## config.mk

```make
export PLATFORM = sky130hd
export DESIGN_NAME = rf_control_unit
export DESIGN_NICKNAME = d
export VERILOG_FILES = /design/src/rtl/rf_control_unit.sv
export SDC_FILE = /design/constraint.sdc
export NUM_CORES = 1
export LEC_CHECK = 0
export BUFFER_PORTS_ARGS = -buffer_cell sky130_fd_sc_hd__buf_4
export CORE_MARGIN = 3
export CORE_UTILIZATION = 47
export CTS_CLUSTER_DIAMETER = 120
export DETAILED_ROUTE_END_ITERATION = 16
export PLACE_DENSITY = 0.78
export SETUP_SLACK_MARGIN = 0.2
export SYNTH_ARGS = -nofsm -noshare
export SYNTH_HDL_FRONTEND = slang
export SYNTH_SLANG_ARGS = --single-unit
```

## constraint.sdc

```tcl
create_clock -name Clk -period 1.7 [get_ports Clk]
set_input_delay 0.085 -clock Clk [delete_from_list [all_inputs] [get_ports Clk]]
set_output_delay 0.085 -clock Clk [all_outputs]
set_load 0.05 [all_outputs]
```

## src/rtl/rf_control_unit.sv

```systemverilog
// Purpose: Moore sequencer for the LabB datapath; owns every register-file, data-memory and ALU control pin.
// Latency: 3 cycles per NOOP/STORE/ADD/SUB, 4 per LOAD, HALT holds after 2; one PC increment per FETCH.
// Backpressure: none, free-running; with CU_SINGLE_STEP_EN each instruction waits for a Step rising edge.
module rf_control_unit #(
  parameter int PC_W = 7,
  parameter int DA_W = 8
) (
  input  logic            Clk,
  input  logic            Rst,
`ifdef CU_SINGLE_STEP_EN
  input  logic            Step,
`endif
  input  logic [15:0]     IR_data,
  output logic [PC_W-1:0] PC_addr,
  output logic [DA_W-1:0] D_addr,
  output logic            D_wr,
  output logic            RF_s,
  output logic [3:0]      RF_W_addr,
  output logic            RF_W_en,
  output logic [3:0]      RF_Ra_addr,
  output logic [3:0]      RF_Rb_addr,
  output logic            RF_Ra_en,
  output logic            RF_Rb_en,
  output logic [2:0]      ALU_s,
  output logic [3:0]      State,
  output logic            Halted
);

  typedef enum logic [3:0] {
    S_INIT   = 4'd0,
    S_FETCH  = 4'd1,
    S_DECODE = 4'd2,
    S_NOOP   = 4'd3,
    S_LOAD_A = 4'd4,
    S_LOAD_B = 4'd5,
    S_STORE  = 4'd6,
    S_ADD    = 4'd7,
    S_SUB    = 4'd8,
    S_HALT   = 4'd9
`ifdef CU_SINGLE_STEP_EN
    , S_WAIT = 4'd10
`endif
  } state_t;

  state_t          state, state_nx;
  logic [PC_W-1:0] pc;
  logic [15:0]     ir;
  logic [3:0]      opcode;

  assign opcode = ir[15:12];

`ifdef CU_SINGLE_STEP_EN
  logic step_q;
  logic step_rise;

  // Registered copy of Step so a held-high request only counts once.
  always_ff @(posedge Clk or negedge Rst) begin
    if (!Rst) step_q <= 1'b0;
    else      step_q <= Step;
  end

  assign step_rise = Step && !step_q;
`endif

  // State, PC and IR registers; IR captures the instruction on the edge leaving FETCH.
  always_ff @(posedge Clk or negedge Rst) begin
    if (!Rst) begin
      state <= S_INIT;
      pc    <= '0;
      ir    <= '0;
    end else begin
      state <= state_nx;
      if (state == S_FETCH) begin
        ir <= IR_data;
        pc <= pc + PC_W'(1);
      end
    end
  end

  // Next-state: decode dispatches on the opcode, execute states return to FETCH (or WAIT).
  always_comb begin
    state_nx = state;
    case (state)
      S_INIT:   state_nx = S_FETCH;
      S_FETCH:  state_nx = S_DECODE;
      S_DECODE: begin
        case (opcode)
          4'd1:    state_nx = S_STORE;
          4'd2:    state_nx = S_LOAD_A;
          4'd3:    state_nx = S_ADD;
          4'd4:    state_nx = S_SUB;
          4'd5:    state_nx = S_HALT;
          default: state_nx = S_NOOP;
        endcase
      end
      S_LOAD_A: state_nx = S_LOAD_B;
      S_NOOP, S_LOAD_B, S_STORE, S_ADD, S_SUB: begin
`ifdef CU_SINGLE_STEP_EN
        state_nx = S_WAIT;
`else
        state_nx = S_FETCH;
`endif
      end
      S_HALT:   state_nx = S_HALT;
`ifdef CU_SINGLE_STEP_EN
      S_WAIT:   if (step_rise) state_nx = S_FETCH;
`endif
      default:  state_nx = S_INIT;
    endcase
  end

  // Moore outputs decoded from the state and the latched IR; everything idles at 0.
  always_comb begin
    D_addr     = '0;
    D_wr       = 1'b0;
    RF_s       = 1'b0;
    RF_W_addr  = 4'd0;
    RF_W_en    = 1'b0;
    RF_Ra_addr = 4'd0;
    RF_Rb_addr = 4'd0;
    RF_Ra_en   = 1'b0;
    RF_Rb_en   = 1'b0;
    ALU_s      = 3'd0;
    Halted     = 1'b0;
    case (state)
      S_LOAD_A: D_addr = DA_W'(ir[11:4]);
      S_LOAD_B: begin
        D_addr    = DA_W'(ir[11:4]);
        RF_s      = 1'b1;
        RF_W_addr = ir[3:0];
        RF_W_en   = 1'b1;
      end
      S_STORE: begin
        D_addr     = DA_W'(ir[11:4]);
        RF_Ra_addr = ir[3:0];
        RF_Ra_en   = 1'b1;
        D_wr       = 1'b1;
      end
      S_ADD, S_SUB: begin
        RF_Ra_addr = ir[11:8];
        RF_Rb_addr = ir[7:4];
        RF_Ra_en   = 1'b1;
        RF_Rb_en   = 1'b1;
        RF_W_addr  = ir[3:0];
        RF_W_en    = 1'b1;
        ALU_s      = (state == S_ADD) ? 3'd1 : 3'd2;
      end
      S_HALT:   Halted = 1'b1;
      default:  ;
    endcase
  end

  assign PC_addr = pc;
  assign State   = state;

endmodule

```

==> results of run 1 <==
## stage by stage
step / setup TNS, ns / cells / utilization (%)
4_1_cts: -2.14 / 241 / 94.6
3_3_place_gp: 0 / 201 / 72.7
2_1_floorplan: -9.41 / 119 / -
3_5_place_dp: 0 / 201 / 72.7
## Yosys cell counts
cell	instances
dfrtp_1	27
mux2_2	17
and2_1	16
xnor2_1	5
a22o_1	4
nand4_1	4
nor2_1	4
nor3_1	4
buf_6	3
nand2_1	3
a211oi_1	2
a21oi_1	2
buf_2	2
nand2b_1	2
o21ai_0	2
xor2_1	2
and3_1	1
and3b_1	1
buf_4	1
clkbuf_1	1
conb_1	1
ha_1	1
inv_1	1
nand2b_4	1
nand3b_1	1
nand4b_1	1
nor3b_1	1
nor4b_1	1
nor4b_2	1
nor4b_4	1
o2111ai_1	1
o211ai_1	1
o21bai_1	1
o21bai_2	1
or2_2	1
or3b_2	1
## repair_timing
item,in CTS
gates resized for setup,62
setup buffers,16
endpoints found under the setup margin,47
gates cloned,3
hold endpoints to repair,43
pin swaps,10
hold buffers,17
## cell families after synthesis
| logic type | Yosys count | synth area share (%) |
|---|---|---|
| DFF | 27 | 48.0 |
| adders and majority gates | 1 | 0.889 |
| muxes | 17 | 13.6 |
| and+or+nand+nor | 44 | 21.2 |
| AOI/OAI and AO/OA | 14 | 7.47 |
| other | 1 | 0.266 |
| xor gates and xnor gates | 7 | 4.36 |
| buffers and inverters | 8 | 4.18 |
==> out/qor.csv, run 1 <==
metric,value,unit
chip width,60.7,microns
largest net degree at the start of global routing,28,
synth unique cells,36,
num rows,19,
tool error,"[ERROR DPL-0038] Utilization greater than 100%, impossible to legalize",
CTS H-tree lvls,1,
Yosys warning total,0,
Synth area leader,dfrtp_1,
Die H,60.7,microns
placed instance area,2040,sq um
total CTS buffers,3,
quantity of I/O buffers inserted on ports,56,
Stop stage,5_1_grt,
Root Driver,clkbuf_4,
status,stopped before the end,
Synth Net Count,138,
pre-CTS setup slack,0.131,ns
Worst End Pin Type,top-level output,
GP Congestion,0.808,
#FFs+latches synth,27,
CTS sink count,27,
sequential share of the synthesized area,48.0,%
top-area cell type share of the netlist area,48.0,%
mapped cell area,1410,sq um
maximum root-to-sink buffer count,2,
ranking of synthesized cells by area,"dfrtp_1 (48%), mux2_2 (14%), and2_1 (7.1%), xnor2_1 (3.1%), a22o_1 (2.5%)",
average cell area after synthesis,11.8,sq um
grt repair worst endpoint,RF_Rb_addr[2],
initial cell density of the core,50.2,%
Mapped Cells,119,
DPL Wire Length,2310,microns
I/O pin count,58,
==> run 2, diff against run 1 <==
--- a/config.mk
+++ b/config.mk
@@ -7,11 +7,9 @@
 export LEC_CHECK = 0
 export BUFFER_PORTS_ARGS = -buffer_cell sky130_fd_sc_hd__buf_4
 export CORE_MARGIN = 3
-export CORE_UTILIZATION = 47
-export CTS_CLUSTER_DIAMETER = 120
+export CORE_UTILIZATION = 36
 export DETAILED_ROUTE_END_ITERATION = 16
-export PLACE_DENSITY = 0.78
-export SETUP_SLACK_MARGIN = 0.2
+export PLACE_DENSITY_LB_ADDON = 0.15
 export SYNTH_ARGS = -nofsm -noshare
 export SYNTH_HDL_FRONTEND = slang
 export SYNTH_SLANG_ARGS = --single-unit
==> run 2 against run 1 <==
Compared with the run above:
- the flow now finishes, with violations (setup timing)
- synthesized cell count unchanged
- area after synthesis stayed put
==> out/qor.csv, run 2 <==
metric,value,unit,change
clk_skew,0.00577,ns,
DPL Wire Length,2440,microns,+5.9%
min Tclk post-route,1.70,ns,
Die H,68.5,microns,+13%
Synth area leader,dfrtp_1,,
Post-synth EDFFs,0,,unchanged
failing checks,setup timing,,
average cell area after synthesis,11.8,sq um,unchanged
Synth Flop Type,dfrtp_1,,
#FFs+latches synth,27,,unchanged
hold_sp,IR_data[3],,
RSZ-0062 raised after global routing,true,,
RR Startpoint,State[2]$_DFF_PN0_,,
top-area cell type share of the netlist area,48.0,%,unchanged
WL final,3510,microns,
maximum root-to-sink buffer count,2,,unchanged
largest net degree at the start of global routing,28,,
"reg-to-reg slack, setup",0.06,ns,
first-pass GRT wire length,5540,microns,
reg2reg path depth,5,,
total CTS buffers,3,,unchanged
"CP delay by family, top",simple AND/OR/NAND/NOR gates,,
chip width,68.5,microns,+13%
DRT Pass-1 Iters,4,,
initial cell density of the core,37.9,%,-12 points
post-route clock period utilization,100,%,
"commonest non-fill, non-tap cell in the layout",buf_4,,
core area,3720,sq um,
fin. max-slew vios,0,,
Clock Pin Slew Worst Setup and Hold Paths,0.10,ns,
share of layout cells above drive strength 1,68.1,%,
max-cap viol count,0,,
status,"complete, but fails checks",,
Commonest cells post-synth,"dfrtp_1 (27), mux2_2 (17), and2_1 (16)",,
WL per Instance,14.7,microns,
I/O pin count,58,,unchanged
CP bufs+invs,1,,
cell with the most instances after synthesis,dfrtp_1,,
Yosys warning total,0,,unchanged
ranking of synthesized cells by area,"dfrtp_1 (48%), mux2_2 (14%), and2_1 (7.1%), xnor2_1 (3.1%), a22o_1 (2.5%)",,
worst min path class,in2reg,,
crit-path max cell delay,0.46,ns,
synth unique cells,36,,unchanged
aggregate global routing overflow,0,,
Remaining DRCs,0,,
routed vias/inst,4.77,,
critical-path maximum fanout,5,,
LEAKAGE,1.11,nW,
num rows,22,,+3
TritonCTS clock tree,built,,
vias in the first global route,1200,,
ANT nets after route,0,,
Mapped Cells,119,,unchanged
Critical Path RT,1.62,ns,
initial antenna violation count,0,,
final net count,211,,
peak supply drop,0.00100,V,
Total GRT Usage,15.8,%,
# setup viols final,3,,
sequential share of the synthesized area,48.0,%,unchanged
largest reg by FF count,ir,,
die area,4700,sq um,
asr flop ratio synth,100,%,unchanged
power per cell area,1820,nW/um^2,
CTS sink count,27,,unchanged
Root Driver,clkbuf_8,,
Final Hold Viols,0,,
Max Fclk,587,MHz,
WHS Path Cells,2,,
critical path type,reg2out,,
max FFs per register,16,,
vias,1140,,
sink of the worst hold path,ir[3]$_DFFE_PN0N_,,
CP startpoint kind,register,,
quantity of I/O buffers inserted on ports,56,,unchanged
most frequent cells in the layout,"buf_4 (55), dfrtp_1 (23), buf_8 (13)",,
GP Congestion,0.736,,-8.9%
worst setup margin,-0.00447,ns,
Hold Slack,0.0341,ns,
n_diodes,0,,
Synth Net Count,138,,unchanged
Tot Pwr,4.30,mW,
Iter 0 DRT Violations,35,,
Clock Latency Late Sink,0.27,ns,
slowest CP cell,dfrtp_2,,
P&R area growth vs syn,67.8,%,
crit path capture type,primary output,,
crit-path cells,nor4b_4 -> o21bai_4 -> and2_4 -> buf_8,,
crit path DAT,1.62,ns,
CTS H-tree lvls,1,,unchanged
RR Endpoint,ir[14]$_DFFE_PN0N_,,
mapped cell area,1410,sq um,unchanged
run 2: cell counts after synthesis:
No cell type changed its count.
run 2: layout make-up:
cell class                      instances  area (sq um)
Clock buffer                            4          45.0
Inverter                                1          3.75
Sequential cell                        27           681
Tap cell                               48          60.1
Timing Repair Buffer                   74           697
Multi-Input combinational cell         85           876
Fill cell                             298          1350
run 2: how the worst max path moves through the flow:
stage	from	to	cells past startpoint
finish	State[1]$_DFF_PN0_	RF_Rb_addr[3]	4
CTS	State[0]$_DFF_PN0_	RF_Rb_addr[1]	4
floorplan	State[2]$_DFF_PN0_	RF_Rb_addr[0]	4
global route	State[1]$_DFF_PN0_	RF_Rb_addr[1]	4
global placement	State[2]$_DFF_PN0_	RF_Rb_addr[0]	4
detailed placement	State[2]$_DFF_PN0_	ir[14]$_DFFE_PN0N_	3
run 2: per-stage QoR:
stage	setup slack (ns)	area, sq um	utilization (%)	TNS (ns)	std cells
after floorplan	-0.540	1580	-	-7.95	119
after global placement	0.143	2060	55.5	0	222
after detailed placement	0.116	2060	55.5	0	222
after CTS	-0.0288	2310	62.2	-0.289	237
after global routing	-0.0782	2360	63.6	-0.927	239
final	-0.00447	2360	63.6	-0.00826	239
run 2: kinds of logic after synthesis:
| group | Yosys count | share of synthesized area [%] |
|---|---|---|
| and+or+nand+nor | 44 | 21.2 |
| DFF | 27 | 48.0 |
| muxes | 17 | 13.6 |
| AOI/OAI and AO/OA | 14 | 7.47 |
| buffers and inverters | 8 | 4.18 |
| xor gates and xnor gates | 7 | 4.36 |
| adders and majority gates | 1 | 0.889 |
| other | 1 | 0.266 |
run 2: worst reg2reg max path: stages, from the launching register on:
cell     delay (ns)
dfrtp_2        0.46
buf_6          0.16
nor4b_4        0.24
buf_4          0.19
buf_12         0.14
mux2_2         0.34
run 2: power breakdown:
group	internal (mW)	total, mW	switching (mW)
clock network	0.168	0.369	0.201
logic	1.28	2.63	1.35
registers	0.958	1.30	0.338
total	2.40	4.30	1.89
run 2: routing by layer:
metal  GRT usage [%]  share of wire [%]
met5               0                  0
met4            5.96               0.66
met3            1.46                3.2
met2            26.7                 53
met1            20.8                 43
run 2: timing repair:
action | 4_1_cts | 5_1_grt
hold endpoints to repair | 27 | 0
setup endpoints to repair | 23 | 33
buffers inserted | 9 | 1
hold buffers | 1 | 0
pin swaps | 7 | 5
gates resized for setup | 30 | 4
cloned | 1 | 1
Note: power is estimated with default switching activity, not from simulation.
==> run 3, diff against run 2 <==
--- a/config.mk
+++ b/config.mk
@@ -9,6 +9,7 @@
 export CORE_MARGIN = 3
 export CORE_UTILIZATION = 36
 export DETAILED_ROUTE_END_ITERATION = 16
+export GPL_TIMING_DRIVEN = 1
 export PLACE_DENSITY_LB_ADDON = 0.15
 export SYNTH_ARGS = -nofsm -noshare
 export SYNTH_HDL_FRONTEND = slang
==> constraint.sdc (replaced) <==
create_clock -name Clk -period 1.8 [get_ports Clk]
set_input_delay 0.09 -clock Clk [delete_from_list [all_inputs] [get_ports Clk]]
set_output_delay 0.09 -clock Clk [all_outputs]
set_load 0.05 [all_outputs]
==> run 3 against run 2 <==
Compared with the run above:
- the flow now finishes without violations
- global-route usage up 0.27 points
- count of clock-buffer cells in the layout down 1
- combinational power down 14%
- final cell count up 0.84%
- worst hold slack better by 0.011 ns
- register-to-register slack better by 0.11 ns
- total power down 11%
- routed wire length up 5.0%
- clock power down 8.1%
- via count up 4.3%
- setup slack better by 0.024 ns
- critical path type unchanged
- highest routed layer unchanged
==> out/qor.csv, run 3 (synthesis gave the netlist of run 2 again) <==
metric,value,unit,change
status,finished clean,,
clk_skew,0.00375,ns,-0.00202 ns
I/O pin count,58,,unchanged
fin. max-slew vios,0,,unchanged
Reg area,681,sq um,unchanged
ANT nets after route,0,,unchanged
maximum root-to-sink buffer count,2,,unchanged
crit path from,State[0]$_DFF_PN0_,,
"commonest non-fill, non-tap cell in the layout",buf_4,,
max-cap viol count,0,,unchanged
Remaining DRCs,0,,unchanged
initial antenna violation count,0,,unchanged
total CTS buffers,3,,unchanged
vias,1189,,+4.3%
share of layout cells above drive strength 1,63.7,%,-4.3 points
cell count after placement,220,,-0.90%
CTS H-tree lvls,1,,unchanged
aggregate global routing overflow,0,,unchanged
initial cell density of the core,37.9,%,unchanged
DRT Pass-1 Iters,4,,unchanged
routing usage on met3,3.73,%,+2.3 points
peak supply drop,0.00115,V,+15%
Clock Pin Slew Worst Setup and Hold Paths,0.09,ns,about the same
num rows,22,,unchanged
most frequent cells in the layout,"buf_4 (54), dfrtp_1 (23), mux2_2 (17)",,
multi-input logic area,800,sq um,-8.7%
core area,3720,sq um,unchanged
Layout fillers,300,,+0.67%
RR Startpoint,State[2]$_DFF_PN0_,,
TritonCTS clock tree,built,,
Critical Path RT,1.71,ns,+0.09 ns
Die H,68.5,microns,unchanged
worst min path class,in2reg,,
max FFs per register,16,,unchanged
critical-path maximum fanout,5,,unchanged
LEAKAGE,1.07,nW,-3.5%
routed vias/inst,4.93,,+3.4%
hold_sp,IR_data[3],,
GP Congestion,0.773,,+5.1%
Finished Layout Cells,241,,+0.84%
Total GRT Usage,16.1,%,+0.27 points
Iter 0 DRT Violations,36,,+2.9%
chip width,68.5,microns,unchanged
# setup viols final,0,,-3
critical path type,reg2out,,
pre-CTS setup slack,0.143,ns,+0.0270 ns
crit path capture type,primary output,,
RSZ-0062 raised after global routing,true,,
quantity of I/O buffers inserted on ports,56,,unchanged
final net count,213,,+0.95%
crit path DAT,1.69,ns,+0.07 ns
DPL Wire Length,2520,microns,+3.1%
die area,4700,sq um,unchanged
min Tclk post-route,1.78,ns,
power per cell area,1650,nW/um^2,-9.2%
GR peak layer,met2,,
Root Driver,clkbuf_8,,
vias in the first global route,1148,,-4.3%
WL per Instance,15.3,microns,+4.2%
largest reg by FF count,ir,,
M1 GR Usage,22.2,%,+1.3 points
WL final,3690,microns,+5.0%
Max Fclk,562,MHz,
worst setup margin,0.0192,ns,+0.0237 ns
Tot Pwr,3.82,mW,-11%
Clock Latency Late Sink,0.27,ns,about the same
GR Util met2,26.2,%,-0.48 points
first-pass GRT wire length,5600,microns,+1.1%
Final Hold Viols,0,,unchanged
CTS sink count,27,,unchanged
n_diodes,0,,unchanged
largest net degree at the start of global routing,28,,unchanged
P&R area growth vs syn,64.4,%,
CP startpoint kind,register,,
post-route clock period utilization,98.9,%,
==> run 3: cell types whose count changed in the layout (fill, tap and decap cells not counted), moves of 2 or more <==
cell    delta
and2_1     +8
buf_12     +2
mux2_2    +12
mux2_4    -12
and2_2     -8
==> run 3: path summary, 6_finish.rpt <==
path	to	slack [ns]	cells after the start
worst max-delay path	RF_Rb_addr[0]	0.02	4
worst min-delay path	ir[3]$_DFFE_PN0N_	0.05	2
worst max register to register	ir[13]$_DFFE_PN0N_	0.17	4
worst min register to register	PC_addr[6]$_DFFE_PN0N_	0.49	1
max in group asynchronous	State[3]$_DFF_PN0_	1.26	2
min in group asynchronous	State[0]$_DFF_PN0_	0.26	2
==> run 3: power breakdown <==
| group | internal, mW | leakage [nW] | switching [mW] | total, mW |
|---|---|---|---|---|
| clock | 0.155 | 0.0255 | 0.185 | 0.339 |
| sequential | 0.905 | 0.319 | 0.321 | 1.23 |
| combinational | 1.05 | 0.728 | 1.21 | 2.26 |
| total | 2.11 | 1.07 | 1.72 | 3.82 |
==> run 3: timing repair <==
action                                  4_1_cts  5_1_grt
hold buffers                                  1        0
pin swaps                                     6        3
endpoints found under the setup margin       15       22
endpoints found under the hold margin        27        0
cloned                                        1        0
setup buffers                                10        5
resized for setup                            15       19
==> run 3: cell type report <==
cell class | instances | share of cell area (%)
Multi-Input combinational cell | 85 | 34.5
Timing Repair Buffer | 76 | 31.3
Sequential cell | 27 | 29.4
Tap cell | 48 | 2.59
Clock buffer | 3 | 1.78
Clock inverter | 1 | 0.216
Inverter | 1 | 0.162
==> run 3: metrics by stage <==
step	cell area [sq um]	util [%]	TNS (ns)	hold slack (ns)
3_3_place_gp	1970	53.1	0	0.0285
6_report	2310	62.3	0	0.0455
3_5_place_dp	1970	53.1	0	0.0297
4_1_cts	2200	59.2	0	0.0432
2_1_floorplan	1520	-	-5.79	-0.206
5_1_grt	2310	62.3	-0.685	0.0341
==> run 3: routing by layer <==
| metal | vias up | part of all wire [%] |
|---|---|---|
| li1 | 573 | - |
| met1 | 579 | 42 |
| met3 | 2 | 5.5 |
| met2 | 35 | 52 |
| met4 | 0 | 0.27 |
| met5 | - | 0 |
==> run 3: worst max-delay path: stages, from the launching register on <==
cell	delay (ns)
dfrtp_2	0.45
nor4b_4	0.39
o21bai_4	0.24
and2_4	0.19
buf_8	0.14
==> run 4, diff against run 3 <==
--- a/config.mk
+++ b/config.mk
@@ -6,9 +6,9 @@
 export NUM_CORES = 1
 export LEC_CHECK = 0
 export BUFFER_PORTS_ARGS = -buffer_cell sky130_fd_sc_hd__buf_4
-export CORE_MARGIN = 3
-export CORE_UTILIZATION = 36
+export CORE_AREA = 3 3 64 66
 export DETAILED_ROUTE_END_ITERATION = 16
+export DIE_AREA = 0 0 67 69
 export GPL_TIMING_DRIVEN = 1
 export PLACE_DENSITY_LB_ADDON = 0.15
 export SYNTH_ARGS = -nofsm -noshare
==> run 4 against run 3 <==
Compared with the run above:
- sequential power hardly changed
- largest cell class unchanged
- via count down 3.5%
- count of clock-buffer cells in the layout unchanged
- worst hold slack got worse by 0.0047 ns
- clock skew shrank 0.0019 ns
- total power fell by 2.9%
- setup slack improved by 0.036 ns
- non-clock buffer count decreased by 2
- first-iteration DRC count rose by 22%
- largest power group unchanged
- utilization fell by 1.8 points
- flip-flop and latch count stayed put
- critical endpoint is now RF_W_addr[2]
- sequential share of layout area rose by 1.6 points
==> out/qor.csv, run 4 (synthesis gave the netlist of run 2 again) <==
metric,value,unit,change
WL per Instance,14.1,microns,-7.9%
crit path from,State[1]$_DFF_PN0_,,
initial antenna violation count,0,,unchanged
clock group share of total power,9.6,%,+0.7 points
most frequent cells in the layout,"buf_4 (66), dfrtp_1 (23), mux2_2 (17)",,
Max Fclk,573,MHz,+2.1%
CP startpoint kind,register,,
routing usage on met3,2.77,%,-0.96 points
max FFs per register,16,,unchanged
WL final,3370,microns,-8.7%
Seq pwr share,32.8,%,+0.7 points
vias in the first global route,1121,,-2.4%
status,finished clean,,
internal power,2.02,mW,-3.9%
peak supply drop,0.000969,V,-16%
Hold Slack,0.0407,ns,-0.00474 ns
TritonCTS clock tree,built,,
quantity of I/O buffers inserted on ports,56,,unchanged
chip width,67,microns,-2.2%
Gate power share,57.5,%,-1.5 points
GP Congestion,0.821,,+6.2%
P&R area growth vs syn,56.1,%,
crit-path cells,nor4b_4 -> o21bai_4 -> and2_4 -> buf_4,,
Tot Pwr,3.71,mW,-2.9%
sw power,1.69,mW,-1.5%
Total GRT Usage,15.4,%,-0.67 points
aggregate global routing overflow,0,,unchanged
LEAKAGE,1.03,nW,-3.9%
"CP delay by family, top",simple AND/OR/NAND/NOR gates,,
die area,4620,sq um,-1.6%
RR Startpoint,State[2]$_DFF_PN0_,,
ANT nets after route,0,,unchanged
I/O pin count,58,,unchanged
GR Util met2,25.2,%,-1.0 points
hold_sp,IR_data[1],,
max-cap viol count,0,,unchanged
share of layout cells above drive strength 1,63.9,%,+0.14 points
Final Hold Viols,0,,unchanged
Critical Path RT,1.71,ns,about the same
RR Endpoint,ir[5]$_DFFE_PN0N_,,
GR peak layer,met2,,
"commonest non-fill, non-tap cell in the layout",buf_4,,
final net count,211,,-0.94%
crit-path max cell delay,0.45,ns,about the same
n_diodes,0,,unchanged
placed instance area,1980,sq um,+0.25%
M1 GR Usage,20.6,%,-1.6 points
Clock Pin Slew Worst Setup and Hold Paths,0.10,ns,about the same
worst min path class,in2reg,,
critical path type,reg2out,,
total CTS buffers,3,,unchanged
worst setup margin,0.0551,ns,+0.0359 ns
first-pass GRT wire length,5550,microns,-0.98%
CTS sink count,27,,unchanged
CP bufs+invs,1,,unchanged
CTS H-tree lvls,1,,unchanged
routed vias/inst,4.80,,-2.7%
clk_skew,0.00185,ns,-0.00190 ns
WHS Path Cells,2,,unchanged
power per cell area,1690,nW/um^2,+2.3%
reg2reg path depth,4,,unchanged
DPL Wire Length,2320,microns,-8.1%
crit path DAT,1.65,ns,-0.04 ns
largest reg by FF count,ir,,
# setup viols final,0,,unchanged
critical-path maximum fanout,5,,unchanged
Clock Latency Late Sink,0.27,ns,about the same
crit path capture type,primary output,,
post-route clock period utilization,96.9,%,-2.0 points
maximum root-to-sink buffer count,2,,unchanged
vias,1147,,-3.5%
initial cell density of the core,38.7,%,+0.86 points
min Tclk post-route,1.74,ns,-0.0359 ns
slowest CP cell,dfrtp_2,,
pre-CTS setup slack,0.203,ns,+0.0607 ns
design area,2200,sq um,-5.1%
largest net degree at the start of global routing,28,,unchanged
Die H,69,microns,+0.69%
sink of the worst hold path,ir[1]$_DFFE_PN0N_,,
num rows,22,,unchanged
fin. max-slew vios,0,,unchanged
Remaining DRCs,0,,unchanged
switching share of total power,45.5,%,+0.62 points
DRT Pass-1 Iters,4,,unchanged
fin util,60.5,%,-1.8 points
"reg-to-reg slack, setup",0.15,ns,-0.02 ns
Iter 0 DRT Violations,44,,+22%
core area,3630,sq um,-2.2%
Root Driver,clkbuf_8,,
## run 4: cell types whose count changed in the layout (fill, tap and decap cells not counted), sizes merged
| cell | before | now |
|---|---|---|
| clkbuf | 4 | 3 |
| clkinv | 1 | 0 |
| clkinvlp | 0 | 1 |
| buf | 74 | 73 |
## run 4: repair_timing
action / 4_1_cts / 5_1_grt
hold buffers: 1 / 0
cloned: 1 / 0
endpoints found under the setup margin: 14 / 21
resized for setup: 2 / 6
pin swaps: 2 / 1
buffers inserted: 8 / 6
endpoints found under the hold margin: 27 / 0
## run 4: routing by layer
metal | vias to the layer above | wire length (microns)
met3 | 2 | 157
met5 | - | 0
li1 | 563 | -
met4 | 0 | 19
met2 | 27 | 1740
met1 | 555 | 1450
## run 4: worst max path at each step
stage	slack, ns	cells past startpoint	end
after global placement	0.24	4	RF_Rb_addr[3]
after detailed placement	0.20	4	RF_Rb_addr[1]
final	0.06	4	RF_W_addr[2]
after CTS	0.004	4	RF_Rb_addr[1]
after global routing	-0.01	4	RF_Rb_addr[3]
after floorplan	-0.45	4	RF_Rb_addr[0]
## run 4: worst reg2reg max path: stages (launching register included)
cell     delay [ns]
dfrtp_2        0.47
buf_4          0.19
nor4b_4        0.31
buf_12         0.22
mux2_2         0.36
## run 4: final cells by class
| type | instances | area (sq um) |
|---|---|---|
| inverters | 1 | 3.75 |
| flip-flops and latches | 27 | 681 |
| well taps | 48 | 60.1 |
| clock inverters | 1 | 7.51 |
| clock buffers | 3 | 41.3 |
| fillers | 318 | 1440 |
| multi-input cells | 85 | 802 |
| repair buffers | 74 | 602 |
## run 4: power groups by stage
| stage | clock network (mW) | logic [mW] | registers [mW] |
|---|---|---|---|
| after floorplan | 0 | 1.23 | 1.48 |
| after global placement | 0 | 1.90 | 1.28 |
| after detailed placement | 0 | 1.92 | 1.29 |
| after CTS | 0.367 | 2.09 | 1.23 |
| after global routing | 0.390 | 2.29 | 1.29 |
| final | 0.357 | 2.14 | 1.22 |
## run 4: stage by stage
step / instances / TNS (ns)
2_1_floorplan: 119 / -5.79
3_3_place_gp: 219 / 0
3_5_place_dp: 219 / 0
4_1_cts: 233 / 0
5_1_grt: 239 / -0.0593
6_report: 239 / 0
